`config.mk`:
```
export PLATFORM = sky130hd
export DESIGN_NAME = alu_muldiv
export DESIGN_NICKNAME = d
export VERILOG_FILES = /design/src/rtl/alu_muldiv.sv
export SDC_FILE = /design/constraint.sdc
export NUM_CORES = 1
export LEC_CHECK = 0
export ABC_AREA = 1
export ABC_CLOCK_PERIOD_IN_PS = 3800
export CAP_MARGIN = 20
export CELL_PAD_IN_SITES_DETAIL_PLACEMENT = 1
export CELL_PAD_IN_SITES_GLOBAL_PLACEMENT = 2
export CORE_ASPECT_RATIO = 1.75
export CORE_MARGIN = 1.5
export CORE_UTILIZATION = 29
export DETAILED_ROUTE_END_ITERATION = 8
export GPL_ROUTABILITY_DRIVEN = 0
export GPL_TIMING_DRIVEN = 0
export PLACE_DENSITY_LB_ADDON = 0.1
export SLEW_MARGIN = 25
export SYNTH_ARGS = -nofsm -noshare
export SYNTH_HDL_FRONTEND = slang
export SYNTH_SLANG_ARGS = --single-unit
```
`constraint.sdc`:
```
create_clock -name clk -period 3.8 [get_ports clk]
set_clock_uncertainty 0.2 [all_clocks]
set_input_delay 0.95 -clock clk [delete_from_list [all_inputs] [get_ports clk]]
set_output_delay 0.95 -clock clk [all_outputs]
set_load 0.1 [all_outputs]
```
`src/rtl/alu_muldiv.sv`:
```
// Single-cycle ALU with an iterative multiply/divide unit.
// Mul/div run on magnitudes; signs are restored in one extra fix-up cycle.
module alu_muldiv #(
    parameter int WIDTH     = 32,
    parameter int ITER_BITS = $clog2(WIDTH + 1)
) (
    input  logic             clk,
    input  logic             rst_n,
    input  logic [WIDTH-1:0] a,
    input  logic [WIDTH-1:0] b,
    input  logic [3:0]       sel,
    input  logic             start,
    output logic [WIDTH-1:0] out,
    output logic             zero,
    output logic             overflow,
    output logic             busy,
    output logic             done,
    output logic [WIDTH-1:0] hi,
    output logic [WIDTH-1:0] lo
);

    typedef enum logic [1:0] {
        IDLE,
        RUN,
        FIX,
        DONE
    } state_t;

    localparam logic [ITER_BITS-1:0] LAST = ITER_BITS'(WIDTH - 1);

    state_t               state;
    logic [ITER_BITS-1:0] count;
    logic [WIDTH-1:0]     acc;
    logic [WIDTH-1:0]     mq;
    logic [WIDTH-1:0]     opb;
    logic [WIDTH-1:0]     a_hold;
    logic                 is_div;
    logic                 neg_q;
    logic                 neg_r;
    logic                 b_zero;

    logic [WIDTH-1:0] sum_add;
    logic [WIDTH-1:0] diff_sub;
    logic             ovf_add;
    logic             ovf_sub;
    logic             slt;
    logic             sltu;

    logic             is_md;
    logic             sgn;
    logic             a_neg;
    logic             b_neg;
    logic [WIDTH-1:0] a_mag;
    logic [WIDTH-1:0] b_mag;

    logic [WIDTH:0]     mul_sum;
    logic [WIDTH:0]     div_shift;
    logic [WIDTH:0]     div_diff;
    logic               div_ge;
    logic [2*WIDTH-1:0] prod;
    logic [2*WIDTH-1:0] prod_fix;
    logic [WIDTH-1:0]   quo_fix;
    logic [WIDTH-1:0]   rem_fix;

    // Combinational ALU path
    assign sum_add  = a + b;
    assign diff_sub = a - b;
    assign ovf_add  = (a[WIDTH-1] == b[WIDTH-1]) &&
                      (sum_add[WIDTH-1] != a[WIDTH-1]);
    assign ovf_sub  = (a[WIDTH-1] != b[WIDTH-1]) &&
                      (diff_sub[WIDTH-1] != a[WIDTH-1]);
    assign slt      = $signed(a) < $signed(b);
    assign sltu     = a < b;

    always_comb begin
        out      = '0;
        overflow = 1'b0;
        case (sel)
            4'b0000: out = a & b;
            4'b0001: out = a | b;
            4'b0010: begin
                out      = sum_add;
                overflow = ovf_add;
            end
            4'b0011: out = a ^ b;
            4'b0100: out = ~(a | b);
            4'b0101: out = {{(WIDTH-1){1'b0}}, slt};
            4'b0110: begin
                out      = diff_sub;
                overflow = ovf_sub;
            end
            4'b0111: out = {{(WIDTH-1){1'b0}}, sltu};
            4'b1000,
            4'b1001,
            4'b1010,
            4'b1011: out = lo;
            4'b1100: out = hi;
            4'b1101: out = lo;
            default: out = '0;
        endcase
    end

    assign zero = (out == '0);

    // Operand capture: magnitudes plus the signs needed at fix-up
    assign is_md = sel[3] & ~sel[2];
    assign sgn   = sel[0];
    assign a_neg = sgn & a[WIDTH-1];
    assign b_neg = sgn & b[WIDTH-1];
    assign a_mag = a_neg ? -a : a;
    assign b_mag = b_neg ? -b : b;

    // One iteration step for each algorithm
    assign mul_sum   = {1'b0, acc} + {1'b0, (mq[0] ? opb : '0)};
    assign div_shift = {acc, mq[WIDTH-1]};
    assign div_diff  = div_shift - {1'b0, opb};
    assign div_ge    = div_shift >= {1'b0, opb};

    assign prod     = {acc, mq};
    assign prod_fix = neg_q ? -prod : prod;
    assign quo_fix  = neg_q ? -mq : mq;
    assign rem_fix  = neg_r ? -acc : acc;

    always_ff @(posedge clk or negedge rst_n) begin
        if (!rst_n) begin
            state  <= IDLE;
            count  <= '0;
            acc    <= '0;
            mq     <= '0;
            opb    <= '0;
            a_hold <= '0;
            is_div <= 1'b0;
            neg_q  <= 1'b0;
            neg_r  <= 1'b0;
            b_zero <= 1'b0;
            busy   <= 1'b0;
            done   <= 1'b0;
            hi     <= '0;
            lo     <= '0;
        end else begin
            case (state)
                IDLE: begin
                    if (start && is_md) begin
                        state  <= RUN;
                        busy   <= 1'b1;
                        count  <= '0;
                        acc    <= '0;
                        mq     <= a_mag;
                        opb    <= b_mag;
                        a_hold <= a;
                        is_div <= sel[1];
                        neg_q  <= a_neg ^ b_neg;
                        neg_r  <= a_neg;
                        b_zero <= (b == '0);
                    end
                end
                RUN: begin
                    if (is_div) begin
                        acc <= div_ge ? div_diff[WIDTH-1:0]
                                      : div_shift[WIDTH-1:0];
                        mq  <= {mq[WIDTH-2:0], div_ge};
                    end else begin
                        acc <= mul_sum[WIDTH:1];
                        mq  <= {mul_sum[0], mq[WIDTH-1:1]};
                    end
                    count <= count + 1'b1;
                    if (count == LAST) begin
                        state <= FIX;
                    end
                end
                FIX: begin
                    if (!is_div) begin
                        hi <= prod_fix[2*WIDTH-1:WIDTH];
                        lo <= prod_fix[WIDTH-1:0];
                    end else if (b_zero) begin
                        hi <= a_hold;
                        lo <= '1;
                    end else begin
                        hi <= rem_fix;
                        lo <= quo_fix;
                    end
                    state <= DONE;
                    busy  <= 1'b0;
                    done  <= 1'b1;
                end
                DONE: begin
                    state <= IDLE;
                    done  <= 1'b0;
                end
                default: begin
                    state <= IDLE;
                    busy  <= 1'b0;
                    done  <= 1'b0;
                end
            endcase
        end
    end

endmodule

```
==> summary.txt <==
Placement
  • Input/output buffers: ~170
  • DP HPWL: 143,600 um
  • Area post-placement: 28,780 um^2
  • DP Worst Slack: -3.543 ns

Global route
  • Vias in the first global route: 34,239
  • Antenna violations before repair: 11
  • Tot GR Track Use: 0.3972
  • First-pass GRT wire length: 244,500 um
  • Pin count of the biggest net entering global routing: 77
  • Total gr overflow: 0

Yosys
  • Synthesized area: 24,870 um^2
  • Largest cells by area after synthesis: dfrtp_1 21%, nand2_1 17%, inv_1 9.4%
  • Async S/R FF share, synth: 1.000
  • #FFs+latches synth: roughly 210
  • Yosys cell types: 60
  • Cells after Synth: roughly 4,200
  • Yosys warnings: 0
  • Most frequent cells after synthesis: 1,158 x nand2_1, 622 x inv_1, 480 x nor2_1, 343 x o21ai_0, 307 x nand3_1
  • Sequential share of the synthesized area: 0.2073
  • Top-count cell post-synth: nand2_1
  • Largest area contributor in the netlist: dfrtp_1
  • Ys flop type: dfrtp_1
  • EDFF count, synth: 0
  • Syn nets: 4,494
  • Mean Syn Cell Area: 5.857 um^2
  • Synth top area share: 0.2073

Power and ir drop
  • Largest vdd supply drop: 0.6007 mV
  • Combinational Power Share: 0.752
  • NetSw: 18.92 mW
  • P_int: 10.65 mW
  • Cell Pwr Density: 854.5 nW/um^2
  • Switching Share: 0.6399
  • Static leakage: ~16 nW
  • Clock network power share: 0.081
  • Seq pwr share: 0.167

CTS
  • CTS Root Cell: clkbuf_16
  • CTS tree: built
  • Post-CTS Hold Fix Bufs: 0
  • Clk_lat worst skew: 0.57 ns
  • Inserted Clock Buffers: 22
  • Num Clock Sinks: about 210
  • Depth of the CTS H-tree: 1
  • Clock slew seen by the registers of the worst setup and hold paths: 0.07 ns
  • Clock Tree Buf Depth: 3

Floorplan
  • Die X: ~220 um
  • Total die area: about 88,000 um^2
  • Core Region: 84,680 um^2
  • Starting Density: 0.2937
  • Die H: 390.4 um
  • I/O Pins: ~170
  • # rows: 141

Detailed routing
  • Pre-antenna DRT Iters: 5
  • Initial DRC Count: 1,960
  • DR WL/cell: 30.83 um
  • Drt total wl: 176,200 um
  • Final ANT Viol Nets: 0
  • Drt drc: 0
  • Via count: ~32,000
  • Vias per inst: 5.643

Critical path
  • Critical path class: in2out
  • Critical Path Sink: zero
  • FF-to-FF setup slack: around 0.050 ns
  • R2R Path Start: acc[0]
  • Critical Path AT: 3.48 ns
  • CP required: between 2 and 3 ns
  • R2R depth: 10
  • CP startpoint kind: input port
  • Crit. Startpoint: b[25]
  • Critical path fanouts, max: 5
  • FF-to-FF End: hi[26]
  • Setup crit end kind: output port

Outcome
  • Failing checks: negative setup slack
  • Outcome: complete, but fails checks

Timing
  • Minimum clock period: 4.630 ns
  • Period utilisation layout: 1.219
  • Hold Vio Cnt, Final: 0
  • Final-report setup violation count: 31
  • Max-slew headroom: 0.2073
  • Measured slew at the worst slew-check pin: 1.189 ns
  • Fmax: ~220 MHz
  • Max-slew violation count: 0
  • RSZ-0062 raised after global routing: true
  • Setup ws final: -0.8304 ns

Finish
  • Area Growth Syn to Fin: 39.12%
  • Final nets: 4,867
  • Layout cells sized above 1: 0.2406
  • Design Area, Final: 34,600 um^2
  • Number of fill cells: 10,857

Hold path
  • HP Class: in2async

Run
  • Number of max-cap violations: 0
cell families (layout without fill, tap and decap cells):
| logic type | Yosys count | after routing | share of synthesized area |
|---|---|---|---|
| simple gates | 2172 | 2172 | 0.3677 |
| compound gates | 827 | 827 | 0.1853 |
| buf+inv | 790 | 1177 | 0.1232 |
| flops | 206 | 206 | 0.2073 |
| fa+ha+maj | 176 | 176 | 0.08974 |
| xor+xnor | 76 | 76 | 0.02676 |
| other cells | 0 | 8 | 0 |
how the worst min path moves through the flow:
stage	start	cells past startpoint	end
detailed placement	a_hold[11]	2	a_hold[11]
global placement	a_hold[2]	2	a_hold[2]
floorplan	a_hold[13]	2	a_hold[13]
global route	rst_n	1	acc[2]
finish	rst_n	1	acc[2]
CTS	rst_n	1	acc[2]
cells in the final DEF (no fill, tap or decap), types with 136 or more instances in the layout:
cell type  instances
nand2_1          931
nand3_1          245
buf_4            155
a21oi_1          224
inv_1            481
dfrtp_1          206
nand2_2          154
ha_1             136
nor2_1           378
o21ai_0          322
flip-flops by register name (all words and copies together), names as in the netlist:
name and flops:
a_hold 32, acc 32, b_zero 1, busy 1, count 6, done 1, hi 32, is_div 1
lo 32, mq 32, neg_q 1, neg_r 1, opb 32, state 2
critical path: stages:
cell and delay [ns]:
buf_4 0.14, inv_4 0.06, ha_4 0.34, clkinvlp_4 0.15, a21oi_4 0.20, o21ai_2 0.08
nand2_1 0.08, nand3_2 0.12, nor2_4 0.32, a21oi_4 0.12, nor2_4 0.23, nand3_2 0.14
nor2_4 0.16, nand2_2 0.09, nor2_4 0.11, buf_12 0.18
area by class of cell:
type                       instances  area (um^2)  area share
inverter                         637         2696     0.07792
clock buffer                      31        635.6     0.01837
clock inverter                     7        91.34    0.002640
buffer                           145        975.9     0.02820
tap                             1072         1341     0.03876
antenna                            8        20.02   0.0005785
multi-input combinational       3251        19800      0.5723
sequential                       206         5155      0.1490
timing repair buffer             357         3884      0.1122
routing by layer:
metal / global-route usage / part of all wire / wire (um)
met1: 0.3516 / 0.32 / 55650
met2: 0.7122 / 0.51 / 89210
met3: 0.07079 / 0.044 / 7804
met4: 0.4493 / 0.13 / 23490
met5: 0 / 0.00014 / 24
power groups by stage:
stage / registers (mW) / clock network [mW] / logic, mW
after floorplan: 6.49 / 0 / 10.7
after global placement: 4.86 / 0 / 20.1
after detailed placement: 4.87 / 0 / 20.4
after CTS: 4.85 / 2.41 / 21.4
after global routing: 5.02 / 2.46 / 23.5
final: 4.93 / 2.40 / 22.2
repair_timing:
item | in CTS | in global routing
buffers inserted | 126 | 63
pin swaps | 169 | 134
gates cloned | 2 | 0
gates resized for setup | 1454 | 228
endpoints found under the setup margin | 126 | 53
stage by stage:
step | std cells | utilization | power, mW | hold WS (ns) | TNS (ns)
after floorplan | 4247 | - | 17.20 | 0.2478 | -3.467
after global placement | 5487 | 0.3389 | 25.00 | 0.2647 | -1886.28
after detailed placement | 5490 | 0.3398 | 25.24 | 0.2734 | -158.77
after CTS | 5647 | 0.3940 | 28.67 | 0.1232 | -7.298
after global routing | 5708 | 0.4085 | 30.96 | 0.1279 | -12.03
final | 5714 | 0.4086 | 29.57 | 0.06908 | -9.795
(Power assumes the default switching activity.)
